<file path="config.mk">
export PLATFORM = sky130hd
export DESIGN_NAME = ultrasound_burst_array
export DESIGN_NICKNAME = d
export VERILOG_FILES = /design/src/rtl/us_pkg.sv /design/src/rtl/us_ch_pulser.sv /design/src/rtl/ultrasound_burst_array.sv
export SDC_FILE = /design/constraint.sdc
export NUM_CORES = 1
export LEC_CHECK = 0
export CORE_ASPECT_RATIO = 0.7
export CORE_MARGIN = 2
export CORE_UTILIZATION = 54
export CTS_CLUSTER_DIAMETER = 50
export DETAILED_ROUTE_END_ITERATION = 10
export GPL_ROUTABILITY_DRIVEN = 0
export PLACE_DENSITY = 0.79
export SYNTH_ARGS = -nofsm -noshare
export SYNTH_HDL_FRONTEND = slang
export SYNTH_HIERARCHICAL = 1
export SYNTH_SLANG_ARGS = --single-unit
</file>
<file path="constraint.sdc">
create_clock -name clk_50M -period 2.8 [get_ports clk_50M]
set_clock_uncertainty 0.1 [all_clocks]
set_input_delay 0.42 -clock clk_50M [delete_from_list [all_inputs] [get_ports clk_50M]]
set_output_delay 0.42 -clock clk_50M [all_outputs]
set_load 0.01 [all_outputs]
</file>
<file path="src/rtl/us_pkg.sv">
// Shared types and width helpers for the ultrasound burst array.
package us_pkg;

    typedef enum logic [1:0] {
        IDLE = 2'd0,
        FIRE = 2'd1,
        HOLD = 2'd2
    } us_state_t;

    localparam int BURST_CNT_W = 16;

    // Bits needed to hold the values 0 .. n-1.
    function automatic int cnt_w(input int n);
        return (n <= 2) ? 1 : $clog2(n);
    endfunction

endpackage

</file>
<file path="src/rtl/us_ch_pulser.sv">
// One transmit channel: emits PULSES square-wave cycles after a start pulse.
// With ULTRASOUND_DEADTIME_EN defined, also drives a dead-time-separated vin_n.
module us_ch_pulser
    import us_pkg::*;
#(
    parameter int HALF_CNT = 277,
    parameter int PULSES   = 10
`ifdef ULTRASOUND_DEADTIME_EN
    ,
    parameter int DEAD_CNT = 10
`endif
) (
    input  logic clk,
    input  logic rst_n,
    input  logic start,
    input  logic abort,
    output logic vin,
`ifdef ULTRASOUND_DEADTIME_EN
    output logic vin_n,
`endif
    output logic done
);

    localparam int HC_W  = cnt_w(HALF_CNT + 1);
    localparam int IDX_W = cnt_w(2 * PULSES);
    localparam logic [HC_W-1:0]  HC_MAX   = HC_W'(HALF_CNT);
    localparam logic [IDX_W-1:0] IDX_LAST = IDX_W'(2 * PULSES - 1);

    logic             act;
    logic             ph;
    logic [HC_W-1:0]  hc;
    logic [IDX_W-1:0] idx;

    always_ff @(posedge clk or negedge rst_n) begin
        if (!rst_n) begin
            act  <= 1'b0;
            ph   <= 1'b0;
            hc   <= '0;
            idx  <= '0;
            done <= 1'b0;
        end else if (abort) begin
            act  <= 1'b0;
            ph   <= 1'b0;
            hc   <= '0;
            idx  <= '0;
            done <= 1'b0;
        end else if (start) begin
            act  <= 1'b1;
            ph   <= 1'b1;
            hc   <= '0;
            idx  <= '0;
            done <= 1'b0;
        end else if (act) begin
            if (hc == HC_MAX) begin
                hc <= '0;
                if (idx == IDX_LAST) begin
                    act  <= 1'b0;
                    ph   <= 1'b0;
                    done <= 1'b1;
                end else begin
                    ph  <= ~ph;
                    idx <= idx + IDX_W'(1);
                end
            end else begin
                hc <= hc + HC_W'(1);
            end
        end
    end

`ifdef ULTRASOUND_DEADTIME_EN
    localparam int D_W = cnt_w(DEAD_CNT + 1);

    logic [1:0]     want;
    logic [1:0]     want_q;
    logic [D_W-1:0] dcnt;
    logic           blank;

    // Blanking starts in the cycle the wanted pair changes, so falling edges are immediate.
    assign want  = {act & ~ph, ph};
    assign blank = (want != want_q) || (dcnt != '0);

    always_ff @(posedge clk or negedge rst_n) begin
        if (!rst_n) begin
            want_q <= 2'b00;
            dcnt   <= '0;
        end else begin
            want_q <= want;
            if (want != want_q)
                dcnt <= D_W'(DEAD_CNT - 1);
            else if (dcnt != '0)
                dcnt <= dcnt - D_W'(1);
        end
    end

    assign vin   = want[0] & ~blank;
    assign vin_n = want[1] & ~blank;
`else
    assign vin = ph;
`endif

endmodule

</file>
<file path="src/rtl/ultrasound_burst_array.sv">
// N-channel ultrasound burst generator with per-channel start delay and auto-repeat.
// Optional ULTRASOUND_DEADTIME_EN adds complementary vin_n outputs with dead time.
module ultrasound_burst_array
    import us_pkg::*;
#(
    parameter int N_CH     = 4,
    parameter int HALF_CNT = 277,
    parameter int PULSES   = 10,
    parameter int PRF_CNT  = 499_999,
    parameter int DLY_W    = 8
`ifdef ULTRASOUND_DEADTIME_EN
    ,
    parameter int DEAD_CNT = 10
`endif
) (
    input  logic                    clk_50M,
    input  logic                    rst_n,
    input  logic                    en,
    input  logic                    trig,
    input  logic [N_CH*DLY_W-1:0]   delay_in,
    output logic [N_CH-1:0]         vin,
    output logic                    busy,
    output logic                    burst_done,
    output logic [BURST_CNT_W-1:0]  burst_cnt
`ifdef ULTRASOUND_DEADTIME_EN
    ,
    output logic [N_CH-1:0]         vin_n
`endif
);

    localparam int T_W = DLY_W + 1;
    localparam int P_W = cnt_w(PRF_CNT + 1);
    localparam logic [T_W-1:0] T_MAX = '1;
    localparam logic [P_W-1:0] P_MAX = P_W'(PRF_CNT);

    us_state_t             state;
    logic [T_W-1:0]        t;
    logic [P_W-1:0]        p;
    logic [N_CH*DLY_W-1:0] dly_q;
    logic [N_CH-1:0]       start_v;
    logic [N_CH-1:0]       done_v;
    logic                  abort;

    // Handshake: busy is high in FIRE and HOLD; burst_done is a single-cycle pulse on the
    // first HOLD cycle, the same cycle burst_cnt shows the new count. Requests seen while busy are dropped.
    always_ff @(posedge clk_50M or negedge rst_n) begin
        if (!rst_n) begin
            state      <= IDLE;
            t          <= '0;
            p          <= '0;
            dly_q      <= '0;
            burst_done <= 1'b0;
            burst_cnt  <= '0;
        end else begin
            burst_done <= 1'b0;
            case (state)
                IDLE: begin
                    t <= '0;
                    p <= '0;
                    if (trig | en) begin
                        state <= FIRE;
                        dly_q <= delay_in;
                    end
                end
                FIRE: begin
                    if (t != T_MAX) t <= t + T_W'(1);
                    if (p != P_MAX) p <= p + P_W'(1);
                    if (&done_v) begin
                        state      <= HOLD;
                        burst_done <= 1'b1;
                        burst_cnt  <= burst_cnt + BURST_CNT_W'(1);
                    end
                end
                HOLD: begin
                    t <= '0;
                    if (p == P_MAX) begin
                        p     <= '0;
                        state <= en ? FIRE : IDLE;
                    end else begin
                        p <= p + P_W'(1);
                    end
                end
                default: state <= IDLE;
            endcase
        end
    end

    assign busy  = (state != IDLE);
    assign abort = (state != FIRE);

    for (genvar i = 0; i < N_CH; i++) begin : g_ch
        assign start_v[i] = (state == FIRE) && (t == T_W'(dly_q[i*DLY_W +: DLY_W]));

        us_ch_pulser #(
            .HALF_CNT (HALF_CNT),
            .PULSES   (PULSES)
`ifdef ULTRASOUND_DEADTIME_EN
            ,
            .DEAD_CNT (DEAD_CNT)
`endif
        ) u_ch (
            .clk   (clk_50M),
            .rst_n (rst_n),
            .start (start_v[i]),
            .abort (abort),
            .vin   (vin[i]),
`ifdef ULTRASOUND_DEADTIME_EN
            .vin_n (vin_n[i]),
`endif
            .done  (done_v[i])
        );
    end

endmodule

</file>
==> impl_results.md, run 1 <==
- Max-Cap Viols: 0
- Latest clock arrival within the worst-skew pair: 0.42 ns
- R2R Setup Slk: 0.22 ns
- Crit-path cells: xor2_1 > nor4_1 > nand3_1 > nor4_1 > o31a_1 > nand4_1 > a211oi_1 > a211oi_1
- First-pass GRT wire length: 31.7 mm
- Clock Root Buffer: clkbuf_16
- Site row count: 37
- Post-CTS setup buffer count: 0
- Multi-input logic area: 4170 sq um
- Core area: between 10,000 and 15,000 sq um
- Most common cell in the netlist: dfrtp_1
- Layout cell share with drive strength beyond 1: a little over an eighth
- Setup TNS: 0 ns
- CTS Sinks: 147
- FMAX: 388 MHz
- Max-slew headroom: 50.5%
- Vias in the first global route: 6,405
- Vias per cell: between 6 and 7
- H-tree depth: 4
- Post-synth top area share: a little under half
- EDFF count, synth: 0
- Cts bufs inserted: 17
- Total wire length: 18.9 mm
- Crit Path Max Fanout: 6
- ANT cells: 0
- Critical path required time: 2.98 ns
- CP Capture Type: register
- Cts hold-fix bufs: 1
- Max-slew violations: 0
- Fin crit period: between 2 and 3 ns
- Post-DRT Antenna Nets: 0
- Worst Path Arrival: 2.76 ns
- Final setup violation count: 0
- GRT Resource Usage Total: ~25%
- Post-Syn Area: 8110 sq um
- Period utilization: 92.1%
- Post-cts sizing count: 0
- P_leak: 0.00416 uW
- Critical Path Source Type: register
- DR WL/cell: ~18 um
- Register Area: about 3700 sq um
- Worst Hold Depth: 1
- CP peak stage delay: 0.48 ns
- Io pins: 58
- Layout area overhead: 16.8%
- Combinational power share: ~2.2%
- Unrepaired setup endpoints after global routing: no
- Vias: 6,414
- CTS clk-pin slew, worst paths: approximately 0.060 ns
- Fillers: 1,094
- Net count, final: between 800 and 900
- Worst-case reg-to-reg path depth: 8
- Die height: 107 um
- Min-delay worst type: register to register
- Yosys warnings: 6
- Post-synth top flop: dfrtp_1
- Worst-Margin Slew: approximately 0.74 ns
- HPWL Detailed: between 10 and 15 mm
- Synth top area cells: dfrtp_1 (45%), mux2_2 (4.9%), xor2_1 (3.8%)
- Initial DRC count: between 500 and 600
- NetSw: 963 uW
- Initial Util: a little under three fifths
- I/O Buffers: 57
- Clock share of power: approximately 52%
- DRC Markers: 0
- #FFs+latches synth: 147
- Asr flop ratio synth: between 90% and 100%
- Pwr dens: 491 nW/um^2
- CTS tree: done
- Die W: ~150 um
- Die area: between 15,000 and 20,000 sq um
- Worst setup path class: register to register
- Mapped Cells: 768
- Hold Slack: between 0.3 and 0.4 ns
- Slowest cell on crit path: dfrtp_1
- Largest net degree at the start of global routing: 51
- Max VDD drop: between 0.3 and 0.4 mV
- Final Hold Viols: 0
- Commonest cells in the synthesized netlist: dfrtp_1 (147), nor2_1 (49), nand2_1 (46)
- Flop pwr share: 45.7%
- Clock buffer depth: 2
- Outcome: completed
- Internal power: 3680 uW
- Post-synth cell types: 70
- Mean Syn Cell Area: approximately 11 sq um
- Cell taking the most area after synthesis: dfrtp_1
- Syn_nets: between 800 and 900
- Total grt overflow: 0
- Sw Share: 20.7%
- Initial antenna violation count: 0
- Pre-antenna DRT Iters: 5
- Seq/Total Area, Yosys: 45.4%
==> final cells by class <==
cell class / instances / share of cell area, %
multi-input combinational: 561 / 44.0
sequential: 147 / 38.8
timing repair buffer: 69 / 7.15
clock buffer: 18 / 4.64
tap: 195 / 2.58
clock inverter: 13 / 1.92
inverter: 21 / 0.832
==> worst paths after layout <==
| path | startpoint | end |
|---|---|---|
| min reg2reg | burst_cnt[15] | burst_cnt[15] |
| min in group asynchronous | rst_n | g_ch[3].u_ch/idx[0] |
| min | burst_cnt[15] | burst_cnt[15] |
| max | t[7] | g_ch[3].u_ch/hc[8] |
| max reg2reg | t[7] | g_ch[3].u_ch/hc[8] |
| max in group asynchronous | rst_n | g_ch[0].u_ch/hc[8] |
==> stage by stage <==
stage	setup WS [ns]	total power, uW	instance area, sq um	instances	util (%)
after CTS	0.285	4680	9470	1024	64.5
after global placement	0.469	2260	8840	992	60.2
final	0.222	4650	9470	1024	64.5
after floorplan	0.152	2160	8110	768	-
after global routing	0.0954	4780	9470	1024	64.5
after detailed placement	0.398	2270	8840	992	60.2
==> state kept, by name, summed over array words and instances, names as in the netlist <==
signal,flops
p,19
t,9
burst_cnt,16
g_ch.u_ch/idx,20
state,2
g_ch.u_ch/done,4
g_ch.u_ch/hc,36
dly_q,32
g_ch.u_ch/vin,4
burst_done,1
g_ch.u_ch/act,4
==> routing by layer <==
| metal | routed length, um | part of all wire [%] | up-vias | track usage (%) |
|---|---|---|---|---|
| li1 | - | - | 2972 | - |
| met1 | 8250 | 44 | 3172 | 33.7 |
| met2 | 9130 | 48 | 235 | 39.5 |
| met3 | 1280 | 6.8 | 35 | 5.88 |
| met4 | 277 | 1.5 | 0 | 7.21 |
| met5 | 0 | 0 | - | 0 |
==> placed cells by master, fill, tap and decap left out, types with 11 or more instances in the layout <==
cell / instances
nor2_1: 49
a31oi_1: 12
mux2i_1: 12
or3_1: 20
xnor2_1: 26
clkbuf_16: 17
dfrtp_1: 147
o21ai_0: 14
inv_1: 21
nor3_1: 14
nand4_1: 24
xor2_1: 35
ha_1: 20
nor2b_1: 11
clkdlybuf4s50_1: 56
nand3_1: 32
nand2_1: 46
a41oi_1: 12
mux2_2: 35
a21oi_1: 40
==> cells by family after synthesis <==
family | count (synthesis) | synth area share (%)
xor+xnor | 61 | 6.59
flops | 147 | 45.4
fa+ha+maj | 20 | 3.09
buf+inv | 60 | 3.33
compound gates | 155 | 13.5
mux | 47 | 6.34
simple gates | 278 | 21.8
==> critical path: cells and delay by family (launching register included) <==
| kind | cells | cell delay [ns] |
|---|---|---|
| xor+xnor | 1 | 0.21 |
| compound gates | 3 | 0.70 |
| flops | 1 | 0.48 |
| simple gates | 4 | 0.96 |
==> power by group through the flow <==
stage | Combinational (uW) | Sequential [uW] | Clock, uW
after global placement | 101 | 2160 | 0
after global routing | 113 | 2120 | 2550
after CTS | 105 | 2120 | 2450
final | 101 | 2120 | 2420
after floorplan | 0.531 | 2160 | 0
after detailed placement | 103 | 2160 | 0
(Power assumes the default switching activity.)
==> run 2: changes to the inputs <==
Settings changed: CTS_BUF_LIST from default to sky130_fd_sc_hd__clkbuf_8 sky130_fd_sc_hd__clkbuf_16.
==> results of run 2 <==
The final DEF is identical to that of run 1; final timing and power are the same.
==> run 3: changes to the inputs <==
--- a/config.mk
+++ b/config.mk
@@ -11,3 +11,3 @@
 export CTS_BUF_LIST = sky130_fd_sc_hd__clkbuf_8 sky130_fd_sc_hd__clkbuf_16
-export CTS_CLUSTER_DIAMETER = 50
+export CTS_CLUSTER_DIAMETER = 40
 export DETAILED_ROUTE_END_ITERATION = 10
--- a/constraint.sdc
+++ b/constraint.sdc
@@ -4,2 +4,2 @@
 set_output_delay 0.42 -clock clk_50M [all_outputs]
-set_load 0.01 [all_outputs]
+set_load 0.1 [all_outputs]
==> impl_results.md, run 3 (synthesis gave the netlist of run 1 again) <==
- Outcome: completed
- Layout cell share with drive strength beyond 1: 16.1%
- Post-cts sizing count: 0
- Worst Path Arrival: 2.72 ns
- Largest delay contributor family on the critical path: simple AND/OR/NAND/NOR gates
- CP Capture Type: register
- GRT Resource Usage Total: roughly a quarter
- NetSw: ~940 uW
- CP peak stage delay: 0.43 ns
- Clock share of power: 51.2%
- Max VDD drop: 0.387 mV
- Vias per cell: a little over 6
- Initial DRC count: 624
- Internal power: 3620 uW
- Sw Share: around 20%
- ANT cells: 0
- Max-slew headroom: 48.4%
- Die height: 107 um
- Min-delay worst type: register to register
- Cts hold-fix bufs: 1
- Crit Path Max Fanout: 4
- Worst setup path class: register to register
- Max reg flops: 36
- Final Hold Viols: 0
- Flop pwr share: a little under half
- I/O Buffers: 57
- H-tree depth: 4
- Unrepaired setup endpoints after global routing: no
- Io pins: between 50 and 60
- Post-DRT Antenna Nets: 0
- First-pass GRT wire length: 31.6 mm
- Latest clock arrival within the worst-skew pair: between 0.4 and 0.5 ns
- Pre-antenna DRT Iters: 7
- Layout area overhead: 16.0%
- R2R Setup Slk: 0.26 ns
- Vias: 6,377
- Net count, final: just under 900
- Cts bufs inserted: 17
- CTS Sinks: 147
- Period utilization: 90.6%
- Post-Place Cells: ~1,000
- Final setup violation count: 0
- Top flop regs: g_ch.u_ch/hc (36), dly_q (32), g_ch.u_ch/idx (20)
- FMAX: 394 MHz
- Die W: 150 um
- DR WL/cell: 18.3 um
- Clock Root Buffer: clkbuf_16
- Biggest register: g_ch.u_ch/hc
- CTS clk-pin slew, worst paths: 0.06 ns
- Fillers: 1,098
- Most frequent cells in the layout: dfrtp_1 (147), nor2_1 (49), nand2_1 (46), a21oi_1 (40)
- Total grt overflow: 0
- Post-CTS setup buffer count: 0
- DRC Markers: 0
- Initial Util: 55.3%
- Critical path required time: slightly below 3 ns
- Largest net degree at the start of global routing: 63
- HPWL Detailed: 13.1 mm
- Core area: between 10,000 and 15,000 sq um
- Clock buffer depth: 2
- Pre-CTS setup slack: 0.380 ns
- CTS tree: done
- Combinational power share: under 10%
- WP buf/inv: 2
- Fin crit period: roughly 2.5 ns
- Multi-input logic area: 4170 sq um
- P_leak: 0.00419 uW
- Commonest non-fill, non-tap cell in the layout: dfrtp_1
- Max-Cap Viols: 0
- Die area: about 16,000 sq um
- Site row count: 37
- Fin cells: approximately 1,000
- Slowest cell on crit path: dfrtp_1
- Vias in the first global route: 6,282
- Initial antenna violation count: 0
- Crit-path cells: inv_1 > ha_1 > inv_1 > nor2_1 > nand3_1 > nor4_1 > o31a_1 > nand4_1 > a211oi_1 > a211oi_1
- Worst-Margin Slew: 0.772 ns
- Total wire length: 18.8 mm
- Final setup margin: around 0.26 ns
- Setup TNS: 0 ns
- Register Area: 3680 sq um
- Max-slew violations: 0
- Critical Path Source Type: register
- Pwr dens: 485 nW/um^2
-- run 3: cell types whose count changed in the layout (fill, tap and decap cells not counted) --
cell             previous run  this run
buf_4                      10        32
bufinv_16                   4         3
clkbuf_8                    1         2
clkdlybuf4s50_1            56        34
clkinv_2                    4         3
clkinvlp_4                  2         3
inv_1                      21        22
-- run 3: worst paths after layout --
kind	startpoint	endpoint	cells after the start
max reg2reg	state[1]	g_ch[3].u_ch/hc[8]	10
min in group asynchronous	rst_n	g_ch[3].u_ch/idx[4]	2
min	burst_cnt[15]	burst_cnt[15]	1
min reg2reg	burst_cnt[15]	burst_cnt[15]	1
max	state[1]	g_ch[3].u_ch/hc[8]	10
max in group asynchronous	rst_n	g_ch[0].u_ch/hc[8]	3
-- run 3: area by class of cell --
cell class | instances | area share (%)
multi-input cells | 561 | 44.4
flip-flops and latches | 147 | 39.1
repair buffers | 69 | 6.61
clock buffers | 19 | 4.82
well taps | 195 | 2.59
clock inverters | 13 | 1.68
inverters | 21 | 0.838
-- run 3: power groups by stage --
stage | Combinational, uW | Clock [uW] | Sequential, uW
final | 101 | 2330 | 2120
after detailed placement | 104 | 0 | 2160
after CTS | 106 | 2380 | 2120
after floorplan | 0.531 | 0 | 2160
after global routing | 114 | 2480 | 2120
after global placement | 102 | 0 | 2160
-- run 3: layer usage --
layer | vias up | global-route usage [%] | wire length [um]
li1 | 2968 | - | -
met1 | 3152 | 33.7 | 8150
met2 | 225 | 39.0 | 9080
met3 | 32 | 5.71 | 1220
met4 | 0 | 9.16 | 347
met5 | - | 0 | 0
-- run 3: metrics by stage --
step	power, uW	utilization (%)	hold slack (ns)	area (sq um)
4_1_cts	4610	64.1	0.405	9410
5_1_grt	4720	64.1	0.420	9410
2_1_floorplan	2160	-	0.0244	8110
3_5_place_dp	2270	59.9	0.344	8780
6_report	4560	64.1	0.400	9410
3_3_place_gp	2260	59.9	0.335	8780
